[src/rtl/pu_max_score_tracker_pkg.sv]
// Shared design variables for the max-score tracker: tile geometry, score and
// coordinate widths, the tracker state type and the pipeline candidate record.
package pu_max_score_tracker_pkg;

   localparam int NUM_ROWS_PE = 4;
   localparam int NUM_COLS_PE = 4;
   localparam int SCORE_WIDTH = 8;
   localparam int POS_WIDTH   = 10;
   localparam int CNT_WIDTH   = 16;

   localparam int TILE_WIDTH  = NUM_ROWS_PE * NUM_COLS_PE * SCORE_WIDTH;

   typedef enum logic [1:0] {
      IDLE  = 2'd0,
      ACCUM = 2'd1,
      DRAIN = 2'd2,
      DONE  = 2'd3
   } trackerState_t;

   // One scored position travelling down the reduction pipeline
   typedef struct packed {
      logic [SCORE_WIDTH-1:0] score;
      logic [POS_WIDTH-1:0]   row;
      logic [POS_WIDTH-1:0]   col;
   } candidate_t;

   // Pulls element [row][col] out of a packed processing-unit score tile,
   // where element 0 sits in the least significant bits and columns run fastest
   function automatic logic [SCORE_WIDTH-1:0] tileScore(
      input logic [TILE_WIDTH-1:0] tile,
      input int                    row,
      input int                    col
   );
      return tile[(row * NUM_COLS_PE + col) * SCORE_WIDTH +: SCORE_WIDTH];
   endfunction

endpackage

[src/rtl/pu_max_score_tracker_if.sv]
// Tile bus from the processing unit into the max-score tracker: one score tile
// per valid cycle, tagged with its tile coordinates and an end-of-alignment flag.
interface pu_max_score_tracker_if;
   import pu_max_score_tracker_pkg::*;

   logic                  tile_valid;
   logic                  tile_last;
   logic [POS_WIDTH-1:0]  tile_row_idx;
   logic [POS_WIDTH-1:0]  tile_col_idx;
   logic [TILE_WIDTH-1:0] scores_in;

   modport master (
      output tile_valid,
      output tile_last,
      output tile_row_idx,
      output tile_col_idx,
      output scores_in
   );

   modport slave (
      input tile_valid,
      input tile_last,
      input tile_row_idx,
      input tile_col_idx,
      input scores_in
   );

endinterface

[src/rtl/pu_max_score_tracker_score_max_reduce.sv]
// Combinational max-with-position over N candidates. Ties resolve to the
// lowest-index candidate, which gives raster-order priority when the caller
// orders candidates by row then column.
module score_max_reduce
   import pu_max_score_tracker_pkg::*;
#(
   parameter int N = 4
)
(
   input  candidate_t candidates [N],
   output candidate_t winner
);

   // Linear scan with a strict compare so an equal later score never displaces an earlier one
   always_comb begin
      winner = candidates[0];
      for (int i = 1; i < N; i++) begin
         if (candidates[i].score > winner.score) begin
            winner = candidates[i];
         end
      end
   end

endmodule

[src/rtl/pu_max_score_tracker.sv]
// Tracks the maximum local-alignment score and its absolute matrix position
// over a whole alignment. Each accepted tile is reduced per row (S1), then
// across rows into absolute coordinates (S2), then folded into a running max.
// The result is the traceback start point for the traceback controller.
module pu_max_score_tracker
   import pu_max_score_tracker_pkg::*;
(
   input  logic                         clk,
   input  logic                         rst,
   input  logic                         start,
   pu_max_score_tracker_if.slave        tileBus,
   output logic                         busy,
   output logic                         result_valid,
   output logic [SCORE_WIDTH-1:0]       max_score,
   output logic [POS_WIDTH-1:0]         max_row,
   output logic [POS_WIDTH-1:0]         max_col,
   output logic [CNT_WIDTH-1:0]         tile_count,
   output logic                         tile_err
);

   localparam logic [POS_WIDTH-1:0] ROW_STRIDE = POS_WIDTH'(NUM_ROWS_PE);
   localparam logic [POS_WIDTH-1:0] COL_STRIDE = POS_WIDTH'(NUM_COLS_PE);

   trackerState_t state;
   trackerState_t nextState;
   logic          drainCnt;

   logic          acceptTile;
   logic          strayTile;

   candidate_t           rowBest [NUM_ROWS_PE];
   candidate_t           s1Best  [NUM_ROWS_PE];
   logic [POS_WIDTH-1:0] s1TileRow;
   logic [POS_WIDTH-1:0] s1TileCol;
   logic                 s1Valid;

   candidate_t           tileBest;
   logic [POS_WIDTH-1:0] absRow;
   logic [POS_WIDTH-1:0] absCol;
   candidate_t           s2Best;
   logic                 s2Valid;

   // A start pulse wins over any tile presented in the same cycle
   assign acceptTile = (state == ACCUM) && tileBus.tile_valid && !start;
   assign strayTile  = (state != ACCUM) && tileBus.tile_valid && !start;

   // S1 candidates carry tile-local row/col; per-row reducers pick each row's best column
   for (genvar r = 0; r < NUM_ROWS_PE; r++) begin : gRow
      candidate_t colCands [NUM_COLS_PE];

      for (genvar c = 0; c < NUM_COLS_PE; c++) begin : gCol
         assign colCands[c] = '{score: tileScore(tileBus.scores_in, r, c),
                                row:   POS_WIDTH'(r),
                                col:   POS_WIDTH'(c)};
      end

      score_max_reduce #(.N(NUM_COLS_PE)) rowReduce (
         .candidates (colCands),
         .winner     (rowBest[r])
      );
   end

   // S2 reducer picks the best row; row order gives the lower row priority on ties
   score_max_reduce #(.N(NUM_ROWS_PE)) tileReduce (
      .candidates (s1Best),
      .winner     (tileBest)
   );

   // Absolute coordinates wrap modulo 2^POS_WIDTH by construction of the widths
   assign absRow = s1TileRow * ROW_STRIDE + tileBest.row;
   assign absCol = s1TileCol * COL_STRIDE + tileBest.col;

   // Pipeline valid bits: cleared by reset, flushed by start so in-flight tiles are discarded
   always_ff @(posedge clk) begin
      if (rst) begin
         s1Valid <= 1'b0;
         s2Valid <= 1'b0;
      end else if (start) begin
         s1Valid <= 1'b0;
         s2Valid <= 1'b0;
      end else begin
         s1Valid <= acceptTile;
         s2Valid <= s1Valid;
      end
   end

   // Pipeline data registers only load when their stage input is valid; valid bits guard their use
   always_ff @(posedge clk) begin
      if (acceptTile) begin
         s1Best    <= rowBest;
         s1TileRow <= tileBus.tile_row_idx;
         s1TileCol <= tileBus.tile_col_idx;
      end
      if (s1Valid) begin
         s2Best <= '{score: tileBest.score, row: absRow, col: absCol};
      end
   end

   // Running max replaces only on a strictly greater tile max, so earlier tiles keep ties
   always_ff @(posedge clk) begin
      if (rst || start) begin
         max_score <= '0;
         max_row   <= '0;
         max_col   <= '0;
      end else if (s2Valid && (s2Best.score > max_score)) begin
         max_score <= s2Best.score;
         max_row   <= s2Best.row;
         max_col   <= s2Best.col;
      end
   end

   // Accepted-tile counter wraps naturally at its width
   always_ff @(posedge clk) begin
      if (rst || start) begin
         tile_count <= '0;
      end else if (acceptTile) begin
         tile_count <= tile_count + 1'b1;
      end
   end

   // Sticky flag for tiles that arrive while the tracker is not accumulating
   always_ff @(posedge clk) begin
      if (rst || start) begin
         tile_err <= 1'b0;
      end else if (strayTile) begin
         tile_err <= 1'b1;
      end
   end

   // State register plus the drain cycle counter that times out the pipeline tail
   always_ff @(posedge clk) begin
      if (rst) begin
         state    <= IDLE;
         drainCnt <= 1'b0;
      end else begin
         state    <= nextState;
         drainCnt <= (state == DRAIN) ? drainCnt + 1'b1 : 1'b0;
      end
   end

   // Next-state and status outputs; DRAIN lasts two cycles so the last tile reaches the running max
   always_comb begin
      nextState    = state;
      busy         = 1'b0;
      result_valid = 1'b0;

      case (state)
         IDLE: begin
            nextState = IDLE;
         end
         ACCUM: begin
            busy = 1'b1;
            if (acceptTile && tileBus.tile_last) begin
               nextState = DRAIN;
            end
         end
         DRAIN: begin
            busy = 1'b1;
            if (drainCnt) begin
               nextState = DONE;
            end
         end
         DONE: begin
            result_valid = 1'b1;
         end
         default: begin
            nextState = IDLE;
         end
      endcase

      if (start) begin
         nextState = ACCUM;
      end
   end

endmodule

[src/flat_wrapper.sv]
// flat-port wrapper written by rule: the top's interface ports become plain ports
module pu_max_score_tracker_flat import pu_max_score_tracker_pkg::*;
  (clk, rst, start, busy, result_valid, max_score, max_row, max_col, tile_count, tile_err, tileBus_tile_valid, tileBus_tile_last, tileBus_tile_row_idx, tileBus_tile_col_idx, tileBus_scores_in);
  pu_max_score_tracker_if tileBus_i ();
  input  logic clk;
  input  logic rst;
  input  logic start;
  output logic busy;
  output logic result_valid;
  output logic [SCORE_WIDTH-1:0] max_score;
  output logic [POS_WIDTH-1:0] max_row;
  output logic [POS_WIDTH-1:0] max_col;
  output logic [CNT_WIDTH-1:0] tile_count;
  output logic tile_err;
  input wire logic [$bits(tileBus_i.tile_valid)-1:0] tileBus_tile_valid;
  input wire logic [$bits(tileBus_i.tile_last)-1:0] tileBus_tile_last;
  input wire logic [$bits(tileBus_i.tile_row_idx)-1:0] tileBus_tile_row_idx;
  input wire logic [$bits(tileBus_i.tile_col_idx)-1:0] tileBus_tile_col_idx;
  input wire logic [$bits(tileBus_i.scores_in)-1:0] tileBus_scores_in;
  assign tileBus_i.tile_valid = tileBus_tile_valid;
  assign tileBus_i.tile_last = tileBus_tile_last;
  assign tileBus_i.tile_row_idx = tileBus_tile_row_idx;
  assign tileBus_i.tile_col_idx = tileBus_tile_col_idx;
  assign tileBus_i.scores_in = tileBus_scores_in;
  pu_max_score_tracker u_core (.clk(clk), .rst(rst), .start(start), .tileBus(tileBus_i), .busy(busy), .result_valid(result_valid), .max_score(max_score), .max_row(max_row), .max_col(max_col), .tile_count(tile_count), .tile_err(tile_err));
endmodule
[config.mk]
export PLATFORM = sky130hd
export DESIGN_NAME = pu_max_score_tracker_flat
export DESIGN_NICKNAME = d
export VERILOG_FILES = /design/src/rtl/pu_max_score_tracker_pkg.sv /design/src/rtl/pu_max_score_tracker_if.sv /design/src/rtl/pu_max_score_tracker_score_max_reduce.sv /design/src/rtl/pu_max_score_tracker.sv /design/src/flat_wrapper.sv
export SDC_FILE = /design/constraint.sdc
export NUM_CORES = 1
export LEC_CHECK = 0
export ABC_AREA = 1
export CAP_MARGIN = 20
export CORE_ASPECT_RATIO = 0.8
export CORE_MARGIN = 5
export CORE_UTILIZATION = 47
export DETAILED_ROUTE_END_ITERATION = 16
export PLACE_DENSITY = 0.75
export SYNTH_ARGS = -nofsm -noshare
export SYNTH_HDL_FRONTEND = slang
export SYNTH_SLANG_ARGS = --single-unit
[constraint.sdc]
create_clock -name clk -period 4.7 [get_ports clk]
set_input_delay 1.175 -clock clk [delete_from_list [all_inputs] [get_ports clk]]
set_output_delay 1.175 -clock clk [all_outputs]
set_load 0.1 [all_outputs]
## Word-level counts from Yosys, hierarchy flattened

Index checks and enable logic that the tools add are counted.

- Bits in registers: 206
- Word-level logic and storage cells: 101

- $add $sub $neg: 4
- Magnitude comparators: 16
- Equality and inequality tests: 8
- Multiplexer cells: 21
- Bitwise logic cells: 1
- Reductions and logical operators: 20

Operator list:

| cell | number |
|---|---|
| 28-bit two-way mux | 15 |
| 8-bit > comparator | 16 |
| 10-bit adder | 2 |
| 16-bit by 1-bit adder with 16-bit output (second input constant) | 1 |
| 2-bit OR reduction | 7 |
| 1-bit logical AND | 6 |
| 2-bit one-hot mux with 3 select lines | 1 |
| 3-bit AND reduction | 2 |
| 2-bit equality test (second input constant) | 2 |
| 2-bit two-way mux | 2 |
| 2-bit by 1-bit inequality test with 1-bit output (second input constant) | 2 |
| 4-bit nonzero test | 1 |
| 1-bit two-way mux | 3 |
| 3-bit by 2-bit inequality test with 1-bit output (second input constant) | 1 |
| 3-bit inequality test (second input constant) | 1 |
| 3-bit nonzero test | 1 |
| 2-bit by 1-bit equality test with 1-bit output (second input constant) | 1 |
| 2-bit logical NOT | 1 |
| 2-bit inequality test (second input constant) | 1 |
| 1-bit adder (second input constant) | 1 |
| 1-bit logical NOT | 1 |
| 1-bit logical OR | 1 |
| 1-bit NOT | 1 |

## Depth between registers and ports, before layout

- Depth in word-level cells: 7
- Gate-level depth with buffers: 35
- Gate-level depth less buffers: 34

## Modules after synthesis

Synthesis repeated with hierarchy kept, for this count alone.

- Cells, all modules: 2217
- Area, all modules: 17108.9 um^2

Modules (own cells, without submodules):

| module | times used | cells each | area an instance (um^2) | seq. area each (um^2) |
|---|---|---|---|---|
| pu_max_score_tracker | 1 | 610 | 7815.0 | 5685.5 |
| score_max_reduce (u_core.gRow[0].rowReduce ...) | 4 | 322 | 1864.3 | 0.0 |
| score_max_reduce (u_core.tileReduce) | 1 | 319 | 1836.8 | 0.0 |

## Least setup slack after synthesis

OpenSTA, ideal clock, no wires.

- Kind: input -> register
- From: input port tileBus_scores_in[3]
- To: register u_core.s1Best[108] (netlist bit), data pin
- Arrival time: 4661 ps
- Slack: -230 ps
- Cell stages on the path: 26
- Path buffers: 3
- Cells stage by stage: inv_1 ha_1 nand2_1 o21ai_0 nand2_1 o211ai_1 o21ai_2 buf_2 o21ai_0 ha_1 a21oi_1 o21ai_0 nand2_1 o211ai_1 nand2_1 clkbuf_1 o21ai_1 ha_1 a21oi_1 o21ai_0 nand2_1 o211ai_1 nand2_1 inv_1 buf_1 o21ai_0

RTL lines:

| what | line | text |
|---|---|---|
| from (decl) | flat_wrapper.sv:19 | `input wire logic [$bits(tileBus_i.scores_in)-1:0] tileBus_scores_in;` |
| to (signal assigned) | pu_max_score_tracker.sv:90 | `s1Best <= rowBest;` |
| to (decl) | pu_max_score_tracker.sv:32 | `candidate_t s1Best [NUM_ROWS_PE];` |

==> flow_metrics.env <==
export IMPL_maxCapViolCount=0
export IMPL_power_density_nw_per_um2=324
export IMPL_setup_slack_ns=-0.250
export IMPL_syn_inst=1101
export IMPL_die_h_um=133
export IMPL_ys_types=39
export IMPL_grt_max_degree=43
export IMPL_syn_nets=1385
export IMPL_synth_warnings=0
export IMPL_vias=9599
export IMPL_wl_per_cell_um=17.1
export IMPL_fin_skew_ns=0.0112
export IMPL_worstPathArrival_ns=5.20
export IMPL_p_leak_nw=6.46
export IMPL_cts_tree="yes"
export IMPL_nets=1789
export IMPL_clk_insertion_delay_late_ns=0.41
export IMPL_cts_made_buffers=17
export IMPL_synth_area_mux_share_pct=0.223
export IMPL_ys_seq_area_share_pct=39.3
export IMPL_fin_crit_ns=4.95
export IMPL_yosys_area_share_simple_pct=20.7
export IMPL_viasPerCell=5.40
export IMPL_clk_pin_slew_worst_paths_ns=0.07
export IMPL_synth_seq_cells=134
export IMPL_dp_cells=1649
export IMPL_slew_headroom_pct=29.8
export IMPL_num_rows=45
export IMPL_design_core_area_um2=18900
export IMPL_rsz0062_at_grt="true"
export IMPL_post_route_period_util_pct=105
export IMPL_grt_pass1_vias=8874
export IMPL_wl_mm=30.4
export IMPL_hold_viol_final=0
export IMPL_gp_congestion=0.882
export IMPL_cts_root_buf="clkbuf_16"
export IMPL_drv_slew=0
export IMPL_fillCellCount=1125
export IMPL_finalPower_mw=4.88
export IMPL_io_pins=200
export IMPL_worstMarginPinSlew_ns=1.05
export IMPL_gr_total_overflow=0
export IMPL_status="complete, but fails checks"
export IMPL_fin_cells=1776
export IMPL_syn_avg_cell_area_um2=8.14
export IMPL_drtIter0Drc=762
export IMPL_synth_xor_area_share_pct=0.0978
export IMPL_yosys_area_share_adder_pct=18.3
export IMPL_hold_path_class="reg2reg"
export IMPL_synth_compound_area_share_pct=14.2
export IMPL_vdd_drop_max_mv=0.264
export IMPL_fmax_mhz=202
export IMPL_cts_num_sinks=134
export IMPL_crit_type="in2reg"
export IMPL_grt_usage_pct=22.9
export IMPL_start_kind="input port"
export IMPL_crit_path_end_kind="flip-flop"
export IMPL_cts_buffer_depth=2
export IMPL_holdBufCountCts=0
export IMPL_final_antenna_net_count=0
export IMPL_cts_max_level=4
export IMPL_critPathMaxFanout=8
export IMPL_synth_top_family_by_area="simple AND/OR/NAND/NOR gates"
export IMPL_die_area_um2=21900
export IMPL_violations="setup timing"
export IMPL_synth_area_um2=8960
export IMPL_io_buffers=195
export IMPL_syn2layout_area_growth_pct=68.0
export IMPL_antennaDiodeCount=0
export IMPL_crit_required_ns=4.95
export IMPL_finalSetupViolCount=18
export IMPL_drc=0
export IMPL_start_util_pct=47.5
export IMPL_grt_pass1_wl_mm=41.1
export IMPL_hpwl_mm=18.0
export IMPL_antenna_found_initial=0
export IMPL_drive_gt1_share_pct=39.9
export IMPL_post_route_util_pct=79.8
export IMPL_dieWidth_um=164
export IMPL_first_pass_iters=5
==> repair_timing <==
item | 4_1_cts | 5_1_grt
gates resized for setup | 286 | 393
setup endpoints to repair | 40 | 50
endpoints found under the hold margin | 0 | 0
setup buffers | 45 | 39
gates cloned | 10 | 1
pin swaps | 112 | 156
==> critical path: stages <==
cell and delay [ns]:
clkbuf_2 0.16, ha_4 0.32, a21oi_2 0.06, o21ai_2 0.14
nand2_1 0.07, o211ai_1 0.08, buf_4 0.17, o21ai_4 0.12
nand2_2 0.12, o21ai_4 0.07, ha_4 0.31, nand2_2 0.07
o21ai_2 0.16, nand2_1 0.08, o211ai_1 0.12, buf_4 0.18
nand2_8 0.07, buf_6 0.14, o21ai_4 0.15, ha_2 0.19
inv_2 0.03, a21oi_2 0.15, o21ai_1 0.12, nand2_1 0.12
o211ai_1 0.14, nand2_2 0.16, clkinvlp_4 0.25, o21ai_2 0.24
==> flip-flops by register name, indices dropped and copies added (netlist names) <==
| register | flops |
|---|---|
| u_core.s2Best | 28 |
| u_core.tile_err | 1 |
| u_core.max_col | 10 |
| u_core.s1Valid | 1 |
| u_core.drainCnt | 1 |
| u_core.s1TileCol | 8 |
| u_core.max_row | 10 |
| u_core.s2Valid | 1 |
| u_core.s1Best | 40 |
| u_core.tile_count | 16 |
| u_core.state | 2 |
| u_core.s1TileRow | 8 |
| u_core.max_score | 8 |
==> cells in the mapped netlist (all sizes together) <==
master / count / area share (%)
buf: 12 / 0.71
nand2: 272 / 12
nor3: 9 / 0.67
a21oi: 78 / 4.4
o211ai: 10 / 0.84
inv: 140 / 5.9
and3: 1 / 0.070
nand4: 16 / 1.4
a211oi: 2 / 0.17
xnor2: 1 / 0.098
o21bai: 1 / 0.084
o21a: 2 / 0.17
a221oi: 1 / 0.098
ha: 131 / 18
mux2i: 2 / 0.22
and2: 2 / 0.14
o221ai: 2 / 0.20
o311a: 1 / 0.11
o21ai: 140 / 7.9
a21o: 2 / 0.17
clkinv: 1 / 0.042
nand3: 49 / 2.7
dfxtp: 50 / 11
nor2: 77 / 3.5
nand3b: 1 / 0.084
edfxtp: 84 / 28
clkbuf: 13 / 0.54
o31a: 1 / 0.098
==> layer usage <==
metal / track usage [%] / vias to the layer above / share of wire, %
met5: 0 / - / 0
met4: 5.50 / 0 / 3.2
met3: 4.27 / 88 / 6.5
met2: 40.8 / 432 / 51
met1: 28.5 / 4497 / 40
li1: - / 4582 / -
==> where the power goes <==
group          switching (mW)  total, mW  internal [mW]
combinational            1.17       2.21           1.03
sequential             0.0154       1.35           1.34
clock                   0.522       1.32          0.796
==> final timing paths <==
path / from / end / slack [ns] / cells after the start
hold / removal: u_core.s1TileCol[0]$_DFFE_PP_ / u_core.s2Best[2]$_DFFE_PP_ / 0.42 / 0
hold reg to reg: u_core.s1TileCol[0]$_DFFE_PP_ / u_core.s2Best[2]$_DFFE_PP_ / 0.42 / 0
setup / recovery: tileBus_scores_in[105] / u_core.s1Best[21]$_DFFE_PP_ / -0.25 / 28
setup reg to reg: u_core.s1Best[111]$_DFFE_PP_ / u_core.s2Best[26]$_DFFE_PP_ / 0.13 / 25
==> metrics by stage <==
stage	worst slack [ns]	hold slack (ns)	setup TNS [ns]	cell area, µm²
after floorplan	0.0000204	0.399	0	9000
after CTS	0.000519	0.419	0	13700
final	-0.250	0.419	-2.37	15100
after global placement	-0.933	0.401	-30.83	12000
after detailed placement	-1.11	0.405	-35.94	12000
after global routing	-0.326	0.422	-7.93	15100
==> cells by family after synthesis <==
family / count (synthesis)
and+or+nand+nor: 427
xor gates and xnor gates: 1
AOI/OAI and AO/OA: 240
muxes: 2
DFF: 134
adders and majority gates: 131
buffers and inverters: 166
==> cell type report <==
cell class | instances | area (µm²) | area share, %
Clock buffer | 18 | 429 | 2.85
Tap cell | 258 | 323 | 2.14
Inverter | 141 | 552 | 3.67
Sequential cell | 134 | 3520 | 23.4
Multi-Input combinational cell | 808 | 6520 | 43.3
Timing Repair Buffer | 400 | 3530 | 23.4
Clock inverter | 14 | 164 | 1.09
Timing Repair inverter | 3 | 22.5 | 0.150
==> cell usage in the layout, fill, tap and decap left out, types with 18 or more instances in the layout <==
cell               n
inv_2             37
dfxtp_1           50
inv_1             95
clkbuf_2          18
ha_1              75
buf_4            187
a21oi_1           59
nor2_1            57
nand3_1           41
nand2_1          181
o21ai_2           47
ha_4              50
edfxtp_1          84
o21ai_1           27
buf_6             41
o21ai_4           19
nand2_2           58
clkdlybuf4s50_1  131
nand2_4           32
o21ai_0           50
Power figures use the tool's default switching activity.
